--- src/rtl/ram_arbiter.sv ---
// Two-port arbiter in front of the single data RAM.
// Port I (instruction fetch) issues word reads only; port D (load/store unit)
// issues byte/half/word loads and stores. Each port owns one registered
// response slot, arbitration is round-robin, and misaligned or illegal
// requests are answered with an error response without touching the RAM.

module ram_arbiter #(
    parameter int unsigned ADDR_W = 32,
    parameter int unsigned DATA_W = 32   // fixed at 32
) (
    input  logic              clk,
    input  logic              rst,

    // Fetch port
    input  logic              i_req_valid,
    output logic              i_req_ready,
    input  logic [ADDR_W-1:0] i_addr,
    output logic              i_rsp_valid,
    input  logic              i_rsp_ready,
    output logic [DATA_W-1:0] i_rsp_data,
    output logic              i_rsp_err,

    // Load/store port
    input  logic              d_req_valid,
    output logic              d_req_ready,
    input  logic              d_req_we,
    input  logic [2:0]        d_access,
    input  logic [ADDR_W-1:0] d_addr,
    input  logic [DATA_W-1:0] d_wdata,
    output logic              d_rsp_valid,
    input  logic              d_rsp_ready,
    output logic [DATA_W-1:0] d_rsp_data,
    output logic              d_rsp_err,

    // RAM side
    output logic              ram_load,
    output logic              ram_store,
    output logic [2:0]        ram_access,
    output logic [ADDR_W-1:0] ram_addr,
    output logic [DATA_W-1:0] ram_data_in,
    input  logic [DATA_W-1:0] ram_data_out
);

    // Identity of the most recently granted port
    localparam logic GntI = 1'b0;
    localparam logic GntD = 1'b1;

    // Access size codes
    localparam logic [2:0] AccB  = 3'b000;
    localparam logic [2:0] AccH  = 3'b001;
    localparam logic [2:0] AccW  = 3'b010;
    localparam logic [2:0] AccBu = 3'b100;
    localparam logic [2:0] AccHu = 3'b101;

    logic last_grant_q;
    logic last_grant_d;

    logic i_elig;
    logic d_elig;
    logic grant_i;
    logic grant_d;

    logic i_err;
    logic d_misalign;
    logic d_illegal;
    logic d_err;

    // Eligibility and round-robin grant; a full slot frees up in the same cycle
    // its response is consumed, so rsp_ready feeds req_ready combinationally.
    always_comb begin
        i_elig  = i_req_valid & (~i_rsp_valid | i_rsp_ready);
        d_elig  = d_req_valid & (~d_rsp_valid | d_rsp_ready);
        grant_i = i_elig & (~d_elig | (last_grant_q == GntD));
        grant_d = d_elig & ~grant_i;

        last_grant_d = last_grant_q;
        if (grant_i) begin
            last_grant_d = GntI;
        end else if (grant_d) begin
            last_grant_d = GntD;
        end

        i_req_ready = grant_i;
        d_req_ready = grant_d;
    end

    // Alignment and access-code screening for both ports
    always_comb begin
        i_err = |i_addr[1:0];

        unique case (d_access)
            AccH, AccHu: d_misalign = d_addr[0];
            AccW:        d_misalign = |d_addr[1:0];
            default:     d_misalign = 1'b0;
        endcase

        // Unsigned variants only make sense for loads
        unique case (d_access)
            AccB, AccH, AccW: d_illegal = 1'b0;
            AccBu, AccHu:     d_illegal = d_req_we;
            default:          d_illegal = 1'b1;
        endcase

        d_err = d_misalign | d_illegal;
    end

    // RAM drive: only a legal granted request reaches the RAM
    always_comb begin
        ram_load    = 1'b0;
        ram_store   = 1'b0;
        ram_access  = 3'b000;
        ram_addr    = '0;
        ram_data_in = '0;
        if (grant_i && !i_err) begin
            ram_load   = 1'b1;
            ram_access = AccW;
            ram_addr   = i_addr;
        end else if (grant_d && !d_err) begin
            ram_load    = ~d_req_we;
            ram_store   = d_req_we;
            ram_access  = d_access;
            ram_addr    = d_addr;
            ram_data_in = d_wdata;
        end
    end

    // Round-robin history; reset favours I on the first tie
    always_ff @(posedge clk) begin
        if (!rst) begin
            last_grant_q <= GntD;
        end else begin
            last_grant_q <= last_grant_d;
        end
    end

    // Fetch response slot
    always_ff @(posedge clk) begin
        if (!rst) begin
            i_rsp_valid <= 1'b0;
            i_rsp_data  <= '0;
            i_rsp_err   <= 1'b0;
        end else if (grant_i) begin
            i_rsp_valid <= 1'b1;
            i_rsp_data  <= i_err ? '0 : ram_data_out;
            i_rsp_err   <= i_err;
        end else if (i_rsp_valid && i_rsp_ready) begin
            i_rsp_valid <= 1'b0;
        end
    end

    // Load/store response slot; stores and errors return zero data
    always_ff @(posedge clk) begin
        if (!rst) begin
            d_rsp_valid <= 1'b0;
            d_rsp_data  <= '0;
            d_rsp_err   <= 1'b0;
        end else if (grant_d) begin
            d_rsp_valid <= 1'b1;
            d_rsp_data  <= (d_err || d_req_we) ? '0 : ram_data_out;
            d_rsp_err   <= d_err;
        end else if (d_rsp_valid && d_rsp_ready) begin
            d_rsp_valid <= 1'b0;
        end
    end

endmodule
--- config.mk ---
export PLATFORM = sky130hd
export DESIGN_NAME = ram_arbiter
export DESIGN_NICKNAME = d
export VERILOG_FILES = /design/src/rtl/ram_arbiter.sv
export SDC_FILE = /design/constraint.sdc
export NUM_CORES = 1
export LEC_CHECK = 0
export BUFFER_PORTS_ARGS = -buffer_cell sky130_fd_sc_hd__buf_2
export CAP_MARGIN = 40
export CORE_ASPECT_RATIO = 0.8
export CORE_MARGIN = 5
export CORE_UTILIZATION = 34
export CTS_CLUSTER_DIAMETER = 100
export CTS_CLUSTER_SIZE = 30
export DETAILED_ROUTE_END_ITERATION = 8
export GPL_TIMING_DRIVEN = 1
export PLACE_DENSITY = 0.77
export SLEW_MARGIN = 20
export SYNTH_ARGS = -nofsm -noshare
export SYNTH_HDL_FRONTEND = slang
export SYNTH_SLANG_ARGS = --single-unit
--- constraint.sdc ---
create_clock -name clk -period 2.07 [get_ports clk]
set_clock_uncertainty 0.2 [all_clocks]
set_input_delay 0.414 -clock clk [delete_from_list [all_inputs] [get_ports clk]]
set_output_delay 0.414 -clock clk [all_outputs]
set_load 0.01 [all_outputs]
==> impl_metrics.ini <==
[die]
die_area_um2 = 11030
ios = 277
initial_core_util = 0.3439
die_w_um = 116.2
die_h_um = 94.96
rows = 31
core_area_um2 = 8921

[global_routing]
track_usage = 0.2532
grt_pass1_wl_um = 21260
grt_max_degree = 33
grt.overflow.total = 0
grt_pass1_vias = 3828
antenna_found_initial = 0

[route]
routed_via_density = 5.127
first_pass_iters = 5
first_iter_violations = 234
wl_per_cell_um = 19.87
final_antenna_net_count = 0
vias = 3794
drcViolationCount = 0
routed_wl_um = 14700

[worst_hold_path]
holdCritPathClass = input port to flop
holdCritStartpoint = ram_data_out[22]
whs_path_depth = 2
min_to = d_rsp_data[22]

[finish]
drive_above_1_share = 0.5929
area_delta_synth_final_pct = 81.81
final_cell_area_um2 = 5578
multi_input_area_um2 = 1623
utilization = 0.6252
seqCellArea_um2 = 1384
nets = 757
fillers = 751

[pwr]
power.total_w = 0.003857
peakVddDrop_uv = 492.1
power.density_nw_per_um2 = 691.4
p_leak_nw = 2.883

[synth]
ys.flop_type = dfxtp_1
synthArstFlopShare = 0
synth.largest_area_cell = dfxtp_1
ys_warn_count = 0
syn_nets = 461
synth_top_family_by_area = compound AO/OA/AOI/OAI gates
ys_ff_latch = 69
avgSynthCellArea_um2 = 9.498
synth-simple-area-share = 0.2015
synthDistinctLibCells = 30
synthMuxAreaShare = 0
syn_area_um2 = 3068
postSynthCellCount = 323
synth_top_area_frac = 0.4502
synth_compound_area_frac = 0.2847
synth_commonest_cells = dfxtp_1, a22o_1, and2_1, a21boi_0, nand3_1
synth_most_common_cell = dfxtp_1
synth_area_leaders = dfxtp_1, a22o_1, a21boi_0
synthAdderAreaFrac = 0
synth_edf_count = 0
synth_xor_area_frac = 0
seq_area_frac_synth = 0.4502

[critical_path]
crit_path_end_kind = primary output
r2r_slack_ns = 0.13
r2r_start = d_rsp_valid
start_kind = flop
r2r_cells = 6
cp.arrival_ns = 1.89
required_ns = 1.46
cp-startpoint = d_rsp_valid
r2r_end = d_rsp_data[4]
cp_max_fo = 8
path_class = flop to primary output

[outcome]
violations = negative setup slack
run_status = finished, violations left

[sta]
finalSetupViolCount = 71
final.setup.worst_slack_ns = -0.4378
finalCritPeriodShare = 1.211
drv_slew = 0
hold_viol = 0
layout_min_cycle_time_ns = 2.508
rsz0062_at_grt = yes
tightestPinTransition_ns = 0.3550
slew_headroom = 0.7625
max_freq_mhz = 398.8

[clock_tree]
clockBufferDepth = 2
numCtsBuffers = 9
clock-sinks = 69
path_clk_slew_ns = 0.06
cts_tree = yes
root_buffer = clkbuf_16
h-tree-depth = 3
clk_latency_ns = 0.31
cts_hold_buf = 0

[run]
maxCapViolations = 0

[place]
dpl_cell_area_um2 = 4770
portBuffers = 276
post-dp-hpwl_um = 11020
gp_congestion = 0.8998
## power breakdown
group	internal [W]	total [W]	leakage [nW]	switching, W
registers	0.00137	0.00139	0.560	0.0000207
logic	0.000379	0.000737	2.16	0.000358
clock network	0.00118	0.00173	0.163	0.000557
total	0.00292	0.00386	2.88	0.000936
## worst max-delay path, stage by stage (launching register included)
cell	delay [ns]
dfxtp_2	0.32
nor2b_4	0.17
o311ai_4	0.14
nor3_4	0.33
bufbuf_16	0.34
a22o_1	0.15
buf_6	0.11
## worst max-delay path by stage
stage	to	slack (ns)	cells past startpoint
after floorplan	ram_data_in[11]	-0.06	6
after global placement	ram_addr[4]	-0.38	8
after detailed placement	ram_addr[4]	-0.39	8
after CTS	ram_addr[17]	-0.42	8
after global routing	ram_addr[14]	-0.52	6
final	ram_addr[22]	-0.44	6
## cell families after synthesis
kind of cell    Yosys count
compound gates          104
flops                    69
simple gates            116
buf+inv                  34
## routing by layer
layer	wire (um)	vias up	track usage
met4	415	0	0.08599
met1	5331	1792	0.2938
li1	-	1760	-
met5	0	-	0
met3	1535	27	0.08200
met2	7419	215	0.4397
## stage by stage
| step | setup TNS, ns | setup WS [ns] | cells | hold WS (ns) |
|---|---|---|---|---|
| floorplan | -1.880 | -0.05714 | 323 | 0.2783 |
| global placement | -22.02 | -0.3766 | 711 | 0.2448 |
| detailed placement | -25.55 | -0.3929 | 711 | 0.2491 |
| CTS | -24.63 | -0.4228 | 737 | 0.1044 |
| global route | -30.42 | -0.5187 | 739 | 0.1174 |
| finish | -24.57 | -0.4378 | 740 | 0.1215 |
## area by class of cell
class | count | area share
diodes | 1 | 0.0004486
clock buffers | 10 | 0.04105
clock inverters | 6 | 0.01996
inverters | 4 | 0.003140
multi-input cells | 220 | 0.2909
flip-flops and latches | 69 | 0.2481
well taps | 115 | 0.02580
repair buffers | 315 | 0.3706
## flip-flops by register name, indices dropped and copies added, names as in the netlist
| signal | count |
|---|---|
| i_rsp_valid | 1 |
| last_grant_q | 1 |
| d_rsp_data | 32 |
| i_rsp_data | 32 |
| i_rsp_err | 1 |
| d_rsp_valid | 1 |
| d_rsp_err | 1 |
## cell usage in the layout, fill, tap and decap left out, types with 2 or more instances in the layout
cell         n
buf_2      241
dfxtp_1     67
a22o_1      58
buf_6       38
nand3_1     34
a21boi_0    34
nand2_1     33
buf_4       26
and2_4      23
and2_1      14
clkbuf_16   10
buf_12       6
a22o_4       4
bufinv_16    3
inv_1        2
nor2_1       2
a21o_1       2
bufbuf_16    2
dfxtp_2      2
## repair_timing
| action | in CTS | in global routing |
|---|---|---|
| setup endpoints to repair | 89 | 71 |
| gates cloned | 3 | 1 |
| resized for setup | 50 | 11 |
| buffers inserted | 7 | 4 |
| pin swaps | 4 | 6 |
(Power assumes the default switching activity.)
